===== src/rtl/exhaustive_vector_tester_pkg.sv =====
// Shared types for the exhaustive vector tester.
// Holds the FSM state encoding and the settle-counter width helper.
package exhaustive_vector_tester_pkg;

    typedef enum logic [1:0] {
        ST_IDLE  = 2'd0,
        ST_APPLY = 2'd1,
        ST_CHECK = 2'd2,
        ST_DONE  = 2'd3
    } state_t;

    // A counter that only ever holds SETTLE-1 still needs one bit.
    function automatic int settle_cnt_w(input int settle);
        return (settle > 1) ? $clog2(settle) : 1;
    endfunction

endpackage


===== src/rtl/exhaustive_vector_tester_if.sv =====
// Board-side bundle of the vector tester: start control, stimulus,
// the two compared outputs and the status/result signals.
interface exhaustive_vector_tester_if #(
    parameter int IN_W  = 2,
    parameter int OUT_W = 1,
    parameter int ERR_W = 16
);
    logic             start;
    logic [IN_W-1:0]  vec_out;
    logic [OUT_W-1:0] dut_y;
    logic [OUT_W-1:0] exp_y;
    logic             busy;
    logic             done;
    logic             pass;
    logic [ERR_W-1:0] err_count;
    logic             first_err_valid;
    logic [IN_W-1:0]  first_err_vec;

    modport master (
        input  start, dut_y, exp_y,
        output vec_out, busy, done, pass,
        output err_count, first_err_valid, first_err_vec
    );

    modport slave (
        output start, dut_y, exp_y,
        input  vec_out, busy, done, pass,
        input  err_count, first_err_valid, first_err_vec
    );

endinterface


===== src/rtl/sat_counter.sv =====
// Up-counter that sticks at all-ones instead of wrapping.
// Synchronous clear; reset and clear both return it to zero.
module sat_counter #(
    parameter int W = 16
) (
    input  logic         clk,
    input  logic         rst_n,
    input  logic         clr,
    input  logic         inc,
    output logic [W-1:0] q
);

    always_ff @(posedge clk) begin
        if (!rst_n) begin
            q <= '0;
        end else if (clr) begin
            q <= '0;
        end else if (inc && (q != {W{1'b1}})) begin
            q <= q + W'(1);
        end
    end

endmodule


===== src/rtl/exhaustive_vector_tester.sv =====
// Sweeps every IN_W-bit vector, holds each SETTLE cycles, then
// compares the unit output against the golden output and logs errors.
module exhaustive_vector_tester
    import exhaustive_vector_tester_pkg::*;
#(
    parameter int IN_W   = 2,
    parameter int OUT_W  = 1,
    parameter int SETTLE = 2,
    parameter int ERR_W  = 16
) (
    input logic                     clk,
    input logic                     rst_n,
    exhaustive_vector_tester_if.master bus
);

    localparam int CW = settle_cnt_w(SETTLE);
    localparam logic [CW-1:0] CNT_LOAD = CW'(SETTLE - 1);
    localparam logic [IN_W-1:0] VEC_LAST = {IN_W{1'b1}};

    state_t            state;
    logic [CW-1:0]     cnt;
    logic [IN_W-1:0]   vec;
    logic              busy_r;
    logic              done_r;
    logic              fev_r;
    logic [IN_W-1:0]   fevec_r;
    logic [ERR_W-1:0]  err_q;
    logic [OUT_W-1:0]  dy;
    logic [OUT_W-1:0]  ey;
    logic              mismatch;
    logic              launch;
    logic              in_check;

    assign dy       = bus.dut_y;
    assign ey       = bus.exp_y;
    assign in_check = (state == ST_CHECK);
    assign mismatch = in_check && (dy != ey);

    // start only matters while parked; a running sweep cannot be aborted.
    assign launch = bus.start &&
                    ((state == ST_IDLE) || (state == ST_DONE));

    sat_counter #(
        .W (ERR_W)
    ) u_err_cnt (
        .clk   (clk),
        .rst_n (rst_n),
        .clr   (launch),
        .inc   (mismatch),
        .q     (err_q)
    );

    always_ff @(posedge clk) begin
        if (!rst_n) begin
            state   <= ST_IDLE;
            cnt     <= '0;
            vec     <= '0;
            busy_r  <= 1'b0;
            done_r  <= 1'b0;
            fev_r   <= 1'b0;
            fevec_r <= '0;
        end else begin
            unique case (state)
                ST_IDLE, ST_DONE: begin
                    if (bus.start) begin
                        state   <= ST_APPLY;
                        cnt     <= CNT_LOAD;
                        vec     <= '0;
                        busy_r  <= 1'b1;
                        done_r  <= 1'b0;
                        fev_r   <= 1'b0;
                        fevec_r <= '0;
                    end
                end
                ST_APPLY: begin
                    if (cnt == '0) begin
                        state <= ST_CHECK;
                    end else begin
                        cnt <= cnt - CW'(1);
                    end
                end
                ST_CHECK: begin
                    if (mismatch && !fev_r) begin
                        fev_r   <= 1'b1;
                        fevec_r <= vec;
                    end
                    // Terminate on the last vector, never on wrap.
                    if (vec == VEC_LAST) begin
                        state  <= ST_DONE;
                        busy_r <= 1'b0;
                        done_r <= 1'b1;
                    end else begin
                        state <= ST_APPLY;
                        vec   <= vec + IN_W'(1);
                        cnt   <= CNT_LOAD;
                    end
                end
                default: begin
                    state <= ST_IDLE;
                end
            endcase
        end
    end

    assign bus.vec_out         = vec;
    assign bus.busy            = busy_r;
    assign bus.done            = done_r;
    assign bus.err_count       = err_q;
    assign bus.pass            = done_r && (err_q == '0);
    assign bus.first_err_valid = fev_r;
    assign bus.first_err_vec   = fevec_r;

endmodule


===== src/flat_wrapper.sv =====
// flat-port wrapper written by rule: the top's interface ports become plain ports
module exhaustive_vector_tester_flat import exhaustive_vector_tester_pkg::*;
#(
    parameter int IN_W   = 2,
    parameter int OUT_W  = 1,
    parameter int SETTLE = 2,
    parameter int ERR_W  = 16
)
  (clk, rst_n, bus_start, bus_dut_y, bus_exp_y, bus_vec_out, bus_busy, bus_done, bus_pass, bus_err_count, bus_first_err_valid, bus_first_err_vec);
  exhaustive_vector_tester_if #(.IN_W(IN_W), .OUT_W(OUT_W), .ERR_W(ERR_W)) bus_i ();
  input logic clk;
  input logic rst_n;
  input wire logic [$bits(bus_i.start)-1:0] bus_start;
  input wire logic [$bits(bus_i.dut_y)-1:0] bus_dut_y;
  input wire logic [$bits(bus_i.exp_y)-1:0] bus_exp_y;
  output wire logic [$bits(bus_i.vec_out)-1:0] bus_vec_out;
  output wire logic [$bits(bus_i.busy)-1:0] bus_busy;
  output wire logic [$bits(bus_i.done)-1:0] bus_done;
  output wire logic [$bits(bus_i.pass)-1:0] bus_pass;
  output wire logic [$bits(bus_i.err_count)-1:0] bus_err_count;
  output wire logic [$bits(bus_i.first_err_valid)-1:0] bus_first_err_valid;
  output wire logic [$bits(bus_i.first_err_vec)-1:0] bus_first_err_vec;
  assign bus_i.start = bus_start;
  assign bus_i.dut_y = bus_dut_y;
  assign bus_i.exp_y = bus_exp_y;
  assign bus_vec_out = bus_i.vec_out;
  assign bus_busy = bus_i.busy;
  assign bus_done = bus_i.done;
  assign bus_pass = bus_i.pass;
  assign bus_err_count = bus_i.err_count;
  assign bus_first_err_valid = bus_i.first_err_valid;
  assign bus_first_err_vec = bus_i.first_err_vec;
  exhaustive_vector_tester #(.IN_W(IN_W), .OUT_W(OUT_W), .SETTLE(SETTLE), .ERR_W(ERR_W)) u_core (.clk(clk), .rst_n(rst_n), .bus(bus_i));
endmodule

===== config.mk =====
export PLATFORM = sky130hd
export DESIGN_NAME = exhaustive_vector_tester_flat
export DESIGN_NICKNAME = d
export VERILOG_FILES = /design/src/rtl/exhaustive_vector_tester_pkg.sv /design/src/rtl/exhaustive_vector_tester_if.sv /design/src/rtl/sat_counter.sv /design/src/rtl/exhaustive_vector_tester.sv /design/src/flat_wrapper.sv
export SDC_FILE = /design/constraint.sdc
export NUM_CORES = 1
export LEC_CHECK = 0
export ABC_AREA = 1
export CAP_MARGIN = 20
export CORE_UTILIZATION = 55
export CTS_CLUSTER_DIAMETER = 100
export DETAILED_ROUTE_END_ITERATION = 10
export GPL_TIMING_DRIVEN = 0
export PLACE_DENSITY = 0.91
export SYNTH_ARGS = -nofsm -noshare
export SYNTH_HDL_FRONTEND = slang
export SYNTH_HIERARCHICAL = 1
export SYNTH_SLANG_ARGS = --single-unit

===== constraint.sdc =====
create_clock -name clk -period 4.94 [get_ports clk]
set_input_delay 0.741 -clock clk [delete_from_list [all_inputs] [get_ports clk]]
set_output_delay 0.741 -clock clk [all_outputs]
set_load 0.01 [all_outputs]

[Yosys cells after proc, flatten, opt, wreduce, memory -nomap -nowiden]
Index checks and enable logic that the tools add are counted.
Word-level totals
  bits in registers: 26
  bits of input ports: 5
  ROM bits: 0
  memories kept: 0
  latch bits: 0
  output and inout port bits: 24
  bits in writable memories: 0
Cells by class
  shift-type cells: 0
  div/mod/pow operators: 0
  bitwise logic cells: 1
  multiply operators: 0
  reduce and logical (&&, ||, !) cells: 17
  multiplexer cells: 20
  order comparisons: 0
  $add $sub $neg: 3
  eq/ne operators: 11
Operator list (count)
  16-bit by 1-bit adder with 16-bit output, second input constant: 1
  16-bit logical NOT: 1
  16-bit != test, second input constant: 1
  2-bit two-way mux: 6
  2-bit != test, second input constant: 5
  3-bit AND reduction: 3
  2-bit case mux with 2 select lines: 2
  1-bit two-way mux: 7
  2-bit equality test, second input constant: 3
  1-bit case mux with 2 select lines: 3
  2-bit case mux with 3 select lines: 1
  1-bit logical AND: 5
  2-bit AND reduction: 2
  2-bit OR reduction: 2
  1-bit case mux with 3 select lines: 1
  2-bit by 1-bit adder with 2-bit output, second input constant: 1
  2-bit by 1-bit equality test with 1-bit output, second input constant: 1
  2-bit logical NOT: 1
  2-bit nonzero test: 1
  1-bit logical NOT: 1
  1-bit logical OR: 1
  1-bit != test: 1
  1-bit inverter: 1
  1-bit subtractor, second input constant: 1

[Logic depth before layout (Yosys ltp)]
Gate-level depths: netlist of run 1.
  depth in word-level cells: 5
  depth in mapped cells: 13

[By module]
The synthesis of run 1 kept the hierarchy.
Modules (own cells, without submodules)
  sat_counter: times used 1, area an instance 910.9 µm², cells an instance 153, seq. area each 320.3 µm²
  exhaustive_vector_tester: times used 1, area an instance 578.1 µm², cells an instance 87, seq. area each 200.2 µm²

[Least setup slack after synthesis of run 1]
OpenSTA, ideal clock, no wires.
  kind: reg-to-output
  start: register u_core.u_err_cnt.q[12]
  end: output port bus_pass
  stages on the path, launching flop included: 3
  path slack: 3087 ps
  arrival: 1112 ps
  cell sequence: dfxtp_1 or2_2 nor4_1
On the way
  cells in the longest elaborated chain, start to end: 2
RTL lines
  from (decl): line sat_counter.sv:10  | output logic [W-1:0] q
  from (signal assigned): line sat_counter.sv:19  | q <= q + W'(1);
  16-bit logical NOT: line exhaustive_vector_tester.sv:109  | assign bus.pass = done_r && (err_q == '0);
  1-bit logical AND: line exhaustive_vector_tester.sv:109
  to (decl): line flat_wrapper.sv:19  | output wire logic [$bits(bus_i.pass)-1:0] bus_pass;
No other way between the ends.

[Worst setup path after layout of run 1]
Same ends and word-level chain as after synthesis.

==> results of run 1 <==
==> metal layers <==
metal,global-route usage,part of all wire
met3,0.0678,0.041
met1,0.283,0.44
met2,0.508,0.50
met5,0,0
met4,0.0641,0.017
==> cell families after synthesis <==
logic type | count (synthesis) | synth area share
buf+inv | 32 | 0.0832
fa+ha+maj | 4 | 0.0336
compound gates | 31 | 0.123
flops | 26 | 0.350
simple gates | 147 | 0.411
==> final cells by class <==
type                       count  area [um^2]  area share
multi-input combinational    182          845       0.454
sequential                    26          520       0.280
timing repair buffer          28          280       0.151
inverter                      29          109      0.0585
tap                           30         37.5      0.0202
clock inverter                 1         30.0      0.0162
clock buffer                   3         22.5      0.0121
buffer                         3         15.0     0.00808
==> sequential cells by signal (all words and copies together), names as in the netlist <==
register                    count
u_core/bus.first_err_valid      1
u_core/bus.done                 1
u_core/bus.vec_out              2
u_core/state                    2
u_core/u_err_cnt/q             16
u_core/bus.busy                 1
u_core/cnt                      1
u_core/bus.first_err_vec        2
==> critical path, delay by kind of cell, from the launching register on <==
family,cells,cell delay (ns)
buffers and inverters,1,0.58
DFF,1,0.40
and+or+nand+nor,2,0.59
==> synthesized netlist by cell type, drive strengths merged <==
| cell type | instances |
|---|---|
| nand2 | 61 |
| nor2 | 61 |
| inv | 29 |
| dfxtp | 26 |
| a21oi | 19 |
| nand3 | 14 |
| o21ai | 9 |
| nand4 | 7 |
| ha | 4 |
| buf | 3 |
| nand3b | 2 |
| a211oi | 1 |
| nor4 | 1 |
| o211ai | 1 |
| o21bai | 1 |
| or2 | 1 |
==> power by group <==
group	internal (W)	switching (W)
clock	0.0000821	0.0000671
sequential	0.000217	0.00000443
combinational	0.0000273	0.0000413
total	0.000326	0.000113
==> path summary, 6_finish.rpt <==
check / to / depth (start not counted)
max: bus_pass / 3
min: u_core/state[1] / 2
max reg2reg: u_core/u_err_cnt/q[8] / 13
min reg2reg: u_core/state[1] / 2
==> metrics by stage <==
stage / total power [W] / setup WS (ns)
final: 0.000439 / 2.29
after global routing: 0.000460 / 2.16
after CTS: 0.000441 / 2.27
after detailed placement: 0.000294 / 2.33
after global placement: 0.000291 / 2.39
after floorplan: 0.000272 / 3.09
==> impl_results.md, run 1 <==
- Status: complete, no violations
- Initial Util: 0.590
- Post-Syn Area per Cell: 6.20 um^2
- Total routed wirelength: 3530 um
- Crit path capture type: output pin
- Core ar.: 2520 um^2
- Final Cell Area: 1860 um^2
- PortBufs: 28
- Area contributors post-synth: dfxtp_1, nand2_1, nor2_1
- Post-route ant nets: 0
- RSZ-0062 raised after global routing: no
- Hold Violations, Final: 0
- Average wire per standard cell: 11.7 um
- Flops & latches, synth: 26
- Ys Warns: 6
- Commonest non-fill, non-tap cell in the layout: nand2_1
- Max cap viols: 0
- Bufs on Longest Clock Path: 2
- Pins Over Slew Limit: 0
- CP max-delay cell: clkdlybuf4s50_1
- Fillcell total: 227
- Clock Skew: 0.00161 ns
- Initial antenna violation count: 0
- Die area: 2920 um^2
- Crit-path cells: or2_2 > nor4_1 > clkdlybuf4s50_1
- Largest net degree at the start of global routing: 16
- Vias per cell: 5.35
- Final setup viols: 0
- Data required, critical path: 4.20 ns
- Worst hold margin: 0.501 ns
- Clock Sinks: 26
- Post-layout util: 0.737
- Clock slew at reported path FFs: 0.14 ns
- Skew-Pair Late Insertion Delay: 0.33 ns
- Die height: 54.0 um
- Peak supply drop: 0.216 mV
- Most frequent cells in the layout: nand2_1, nor2_1, clkdlybuf4s50_1, inv_1, dfxtp_1
- Total gr overflow: 0
- Number of buffers created by CTS: 3
- CP Class: flop to output pin
- Hold crit path type: flop to flop
- DR pass1 iterations: 4
- Worst slew margin: 0.710
- Final Cycle Share: 0.537
- Arrival time worst endpoint: 1.91 ns
- DRT iter0 DRCs: 60
- Setup TNS: 0 ns
- Largest fanout on the critical path: 8
- Final Wtd Congestion: 0.932
- CTS root buffer: clkbuf_4
- Count of cell types in the netlist: 22
- Inst Count DP: 298
- Fin crit period: 2.65 ns
- Post-synth top area share: 0.350
- Cell Count, Final, Fillers Out: 302
- Die Wd: 54.0 um
- Gr usage total: 0.265
- Dominant cell type by area after synthesis: dfxtp_1
- # DRC: 0
- Post-Syn Instances: 240
- Hpwl dp: 2670 um
- Worst R2R Start: u_core/state[0]
- Register area share after synthesis: 0.350
- Via count: 1616
- Rows: 18
- Hold-fix buffers, CTS: 0
- Slowest stage delay, CP: 0.58 ns
- R2R setup slack: 2.83 ns
- Critical hold path startpoint: u_core/state[1]
- Area of placed instances: 1810 um^2
- Final #Nets: 282
- First-pass GRT wire length: 5580 um
- Static leakage: 0.716 nW
- Pwr Density: 236 nW/um^2
- Vias in the first global route: 1364
- Total I/O pin count: 29
- Tightest Pin Transition: 0.433 ns
- Highest clock rate: 0.377 GHz
- H-tree depth: 1
- Startpoint types: flop
- # resized after CTS: 0
- Syn Nets: 249
- TritonCTS clock tree: yes
- Setup Buffers After CTS: 0
- CP Launch Point: u_core/u_err_cnt/q[12]
- Layout cells sized above 1: 0.0625
- Cell area after synthesis: 1490 um^2
- Layout area overhead: 24.9%
- Diodes inserted: 0
Power figures use the tool's default switching activity.
==> run 2, diff against run 1 <==
--- a/config.mk
+++ b/config.mk
@@ -7,11 +7,11 @@
 export LEC_CHECK = 0
 export ABC_AREA = 1
 export CAP_MARGIN = 20
-export CORE_UTILIZATION = 55
+export CORE_UTILIZATION = 46
 export CTS_CLUSTER_DIAMETER = 100
 export DETAILED_ROUTE_END_ITERATION = 10
 export GPL_TIMING_DRIVEN = 0
-export PLACE_DENSITY = 0.91
+export PLACE_DENSITY = 0.82
 export SYNTH_ARGS = -nofsm -noshare
 export SYNTH_HDL_FRONTEND = slang
 export SYNTH_HIERARCHICAL = 1
==> constraint.sdc (replaced) <==
create_clock -name clk -period 2.35 [get_ports clk]
set_input_delay 0.3525 -clock clk [delete_from_list [all_inputs] [get_ports clk]]
set_output_delay 0.3525 -clock clk [all_outputs]
set_load 0.01 [all_outputs]
==> run 2 against run 1 <==
Effect of this change:
- critical path depth is the same
- power grew 110%
- count of clock-buffer cells in the layout is the same
- final cell count grew 4.6%
- first-iteration DRC count grew 12%
- worst hold slack lost 0.0099 ns
- sequential share of layout area shrank 0.26 points
- via count shrank 4.5%
- routed wire length shrank 4.3%
- core utilization shrank 12 points
- setup slack lost 2.2 ns
- highest routed layer unchanged
==> impl_results.md, run 2 (synthesized netlist as in run 1, its figures left out) <==
- Hold crit path type: flop to flop
- CP max-delay cell: clkdlybuf4s50_1
- Static leakage: 0.716 nW
- Vias per cell: 4.89
- Die area: 3470 um^2
- Setup TNS: 0 ns
- Cell Count, Final, Fillers Out: 316
- Layout cells sized above 1: 0.0625
- First-pass GRT wire length: 5510 um
- Status: complete, no violations
- Startpoint types: flop
- Skew-Pair Late Insertion Delay: 0.33 ns
- Number of buffers created by CTS: 3
- Top reg by flops: u_core/u_err_cnt/q
- Diodes inserted: 0
- Clk pwr share: 0.343
- Final setup viols: 0
- R2R cell count: 12
- Core ar.: 3050 um^2
- Sw frac: 0.257
- Final Wtd Congestion: 0.911
- Highest clock rate: 0.448 GHz
- NetSw: 0.000237 W
- Internal power: 0.000686 W
- Vias in the first global route: 1295
- Worst path top cell family by delay: simple AND/OR/NAND/NOR gates
- Clock Sinks: 26
- Commonest non-fill, non-tap cell in the layout: nand2_1
- CP Class: flop to output pin
- Total I/O pin count: 29
- Die height: 58.9 um
- Number of flip-flops in the largest register: 16
- Most frequent cells in the layout: nand2_1, nor2_1, clkdlybuf4s50_1, inv_1, dfxtp_1
- Crit path setup slack, layout: 0.120 ns
- Hold Violations, Final: 0
- # resized after CTS: 0
- Largest net degree at the start of global routing: 16
- Final Cycle Share: 0.949
- Initial antenna violation count: 0
- DR pass1 iterations: 4
- Peak supply drop: 0.274 mV
- Dpl ws: 0.162 ns
- # DRC: 0
- R2R setup slack: 0.34 ns
- Worst hold margin: 0.491 ns
- Max cap viols: 0
- Total routed wirelength: 3380 um
- Seq pwr share: 0.504
- Clock slew at reported path FFs: 0.16 ns
- Crit-path cells: or2_2 > nor4_1 > clkdlybuf4s50_1
- Pwr Density: 492 nW/um^2
- PortBufs: 28
- WP depth: 3
- H-tree depth: 1
- Hpwl dp: 2540 um
- Largest fanout on the critical path: 8
- Worst R2R Start: u_core/state[1]
- Critical path buffers and inverters: 1
- CP Launch Point: u_core/u_err_cnt/q[12]
- Comb pwr share: 0.154
- Initial Util: 0.488
- Inst Count DP: 312
- Hold-fix buffers, CTS: 0
- Data required, critical path: 2.00 ns
- Clock Skew: 0.00947 ns
- Setup Buffers After CTS: 0
- Layout area overhead: 26.1%
- Pins Over Slew Limit: 0
- Fin crit period: 2.23 ns
- RSZ-0062 raised after global routing: no
- Bufs on Longest Clock Path: 2
- Total gr overflow: 0
- Tightest Pin Transition: 0.393 ns
- DRT iter0 DRCs: 67
- Gr usage total: 0.207
- Average wire per standard cell: 10.7 um
- Crit path to: bus_pass
- FF-to-FF End: u_core/u_err_cnt/q[8]
- Final #Nets: 282
- Worst slew margin: 0.737
- Arrival time worst endpoint: 1.88 ns
- Area of placed instances: 1820 um^2
- Via count: 1544
- Slowest stage delay, CP: 0.57 ns
- Final Cell Area: 1880 um^2
- Post-route ant nets: 0
- CTS root buffer: clkbuf_4
- Rows: 20
- Crit path capture type: output pin
- TritonCTS clock tree: yes
- Die Wd: 58.9 um
run 2: layout make-up:
type / count / area [um^2]
Inverter: 29 / 109
Timing Repair Buffer: 28 / 280
Buffer: 3 / 15.0
Sequential cell: 26 / 520
Multi-Input combinational cell: 182 / 845
Clock inverter: 1 / 30.0
Clock buffer: 3 / 22.5
Tap cell: 44 / 55.1
Fill cell: 298 / 1180
run 2: worst register-to-register path: cells and delay by family (launching register included):
| kind | cells | cell delay [ns] |
|---|---|---|
| adder cells (fa/ha/maj) | 1 | 0.29 |
| AND/OR/NAND/NOR | 8 | 0.88 |
| flip-flops | 1 | 0.40 |
| buffers and inverters | 3 | 0.34 |
run 2: routing by layer:
| metal | global-route usage | vias up | part of all wire |
|---|---|---|---|
| li1 | - | 830 | - |
| met1 | 0.287 | 671 | 0.51 |
| met2 | 0.334 | 37 | 0.43 |
| met3 | 0.0264 | 6 | 0.043 |
| met4 | 0.0612 | 0 | 0.013 |
| met5 | 0 | - | 0 |
run 2: worst min-delay path by stage:
stage / slack, ns / start / cells past startpoint / to
3_5_place_dp: 0.47 / u_core/cnt / 2 / u_core/cnt
5_1_grt: 0.52 / u_core/bus.busy / 2 / u_core/bus.busy
3_3_place_gp: 0.46 / u_core/cnt / 2 / u_core/cnt
6_report: 0.49 / u_core/cnt / 2 / u_core/cnt
2_1_floorplan: 0.44 / u_core/cnt / 2 / u_core/cnt
4_1_cts: 0.49 / u_core/cnt / 2 / u_core/cnt
run 2: power groups by stage:
| stage | Combinational (W) | Sequential, W | Clock (W) |
|---|---|---|---|
| final | 0.000142 | 0.000465 | 0.000316 |
| after floorplan | 0.0000954 | 0.000477 | 0 |
| after global placement | 0.000137 | 0.000474 | 0 |
| after CTS | 0.000142 | 0.000465 | 0.000322 |
| after detailed placement | 0.000141 | 0.000475 | 0 |
| after global routing | 0.000160 | 0.000467 | 0.000338 |
run 2: per-stage QoR:
stage,util,power [W]
CTS,0.615,0.000929
detailed placement,0.598,0.000616
finish,0.615,0.000923
floorplan,-,0.000572
global placement,0.598,0.000611
global route,0.615,0.000966
==> run 3, diff against run 2 <==
--- a/config.mk
+++ b/config.mk
@@ -7,11 +7,11 @@
 export LEC_CHECK = 0
 export ABC_AREA = 1
 export CAP_MARGIN = 20
-export CORE_UTILIZATION = 46
+export CORE_UTILIZATION = 55
 export CTS_CLUSTER_DIAMETER = 100
 export DETAILED_ROUTE_END_ITERATION = 10
 export GPL_TIMING_DRIVEN = 0
-export PLACE_DENSITY = 0.82
+export PLACE_DENSITY = 0.91
 export SYNTH_ARGS = -nofsm -noshare
 export SYNTH_HDL_FRONTEND = slang
 export SYNTH_HIERARCHICAL = 1
==> constraint.sdc (replaced) <==
create_clock -name clk -period 2.8 [get_ports clk]
set_input_delay 0.42 -clock clk [delete_from_list [all_inputs] [get_ports clk]]
set_output_delay 0.42 -clock clk [all_outputs]
set_load 0.01 [all_outputs]
==> results of run 3 <==
The final DEF is identical to that of run 1. Status: complete, no violations.
Among the figures that moved: setup slack after placement 2.33 ns -> 0.507 ns; setup slack after layout 2.29 ns -> 0.469 ns; register-to-register setup slack 2.83 ns -> 0.69 ns; total power 0.000439 W -> 0.000775 W; worst IR drop on VDD 0.216 mV -> 0.382 mV
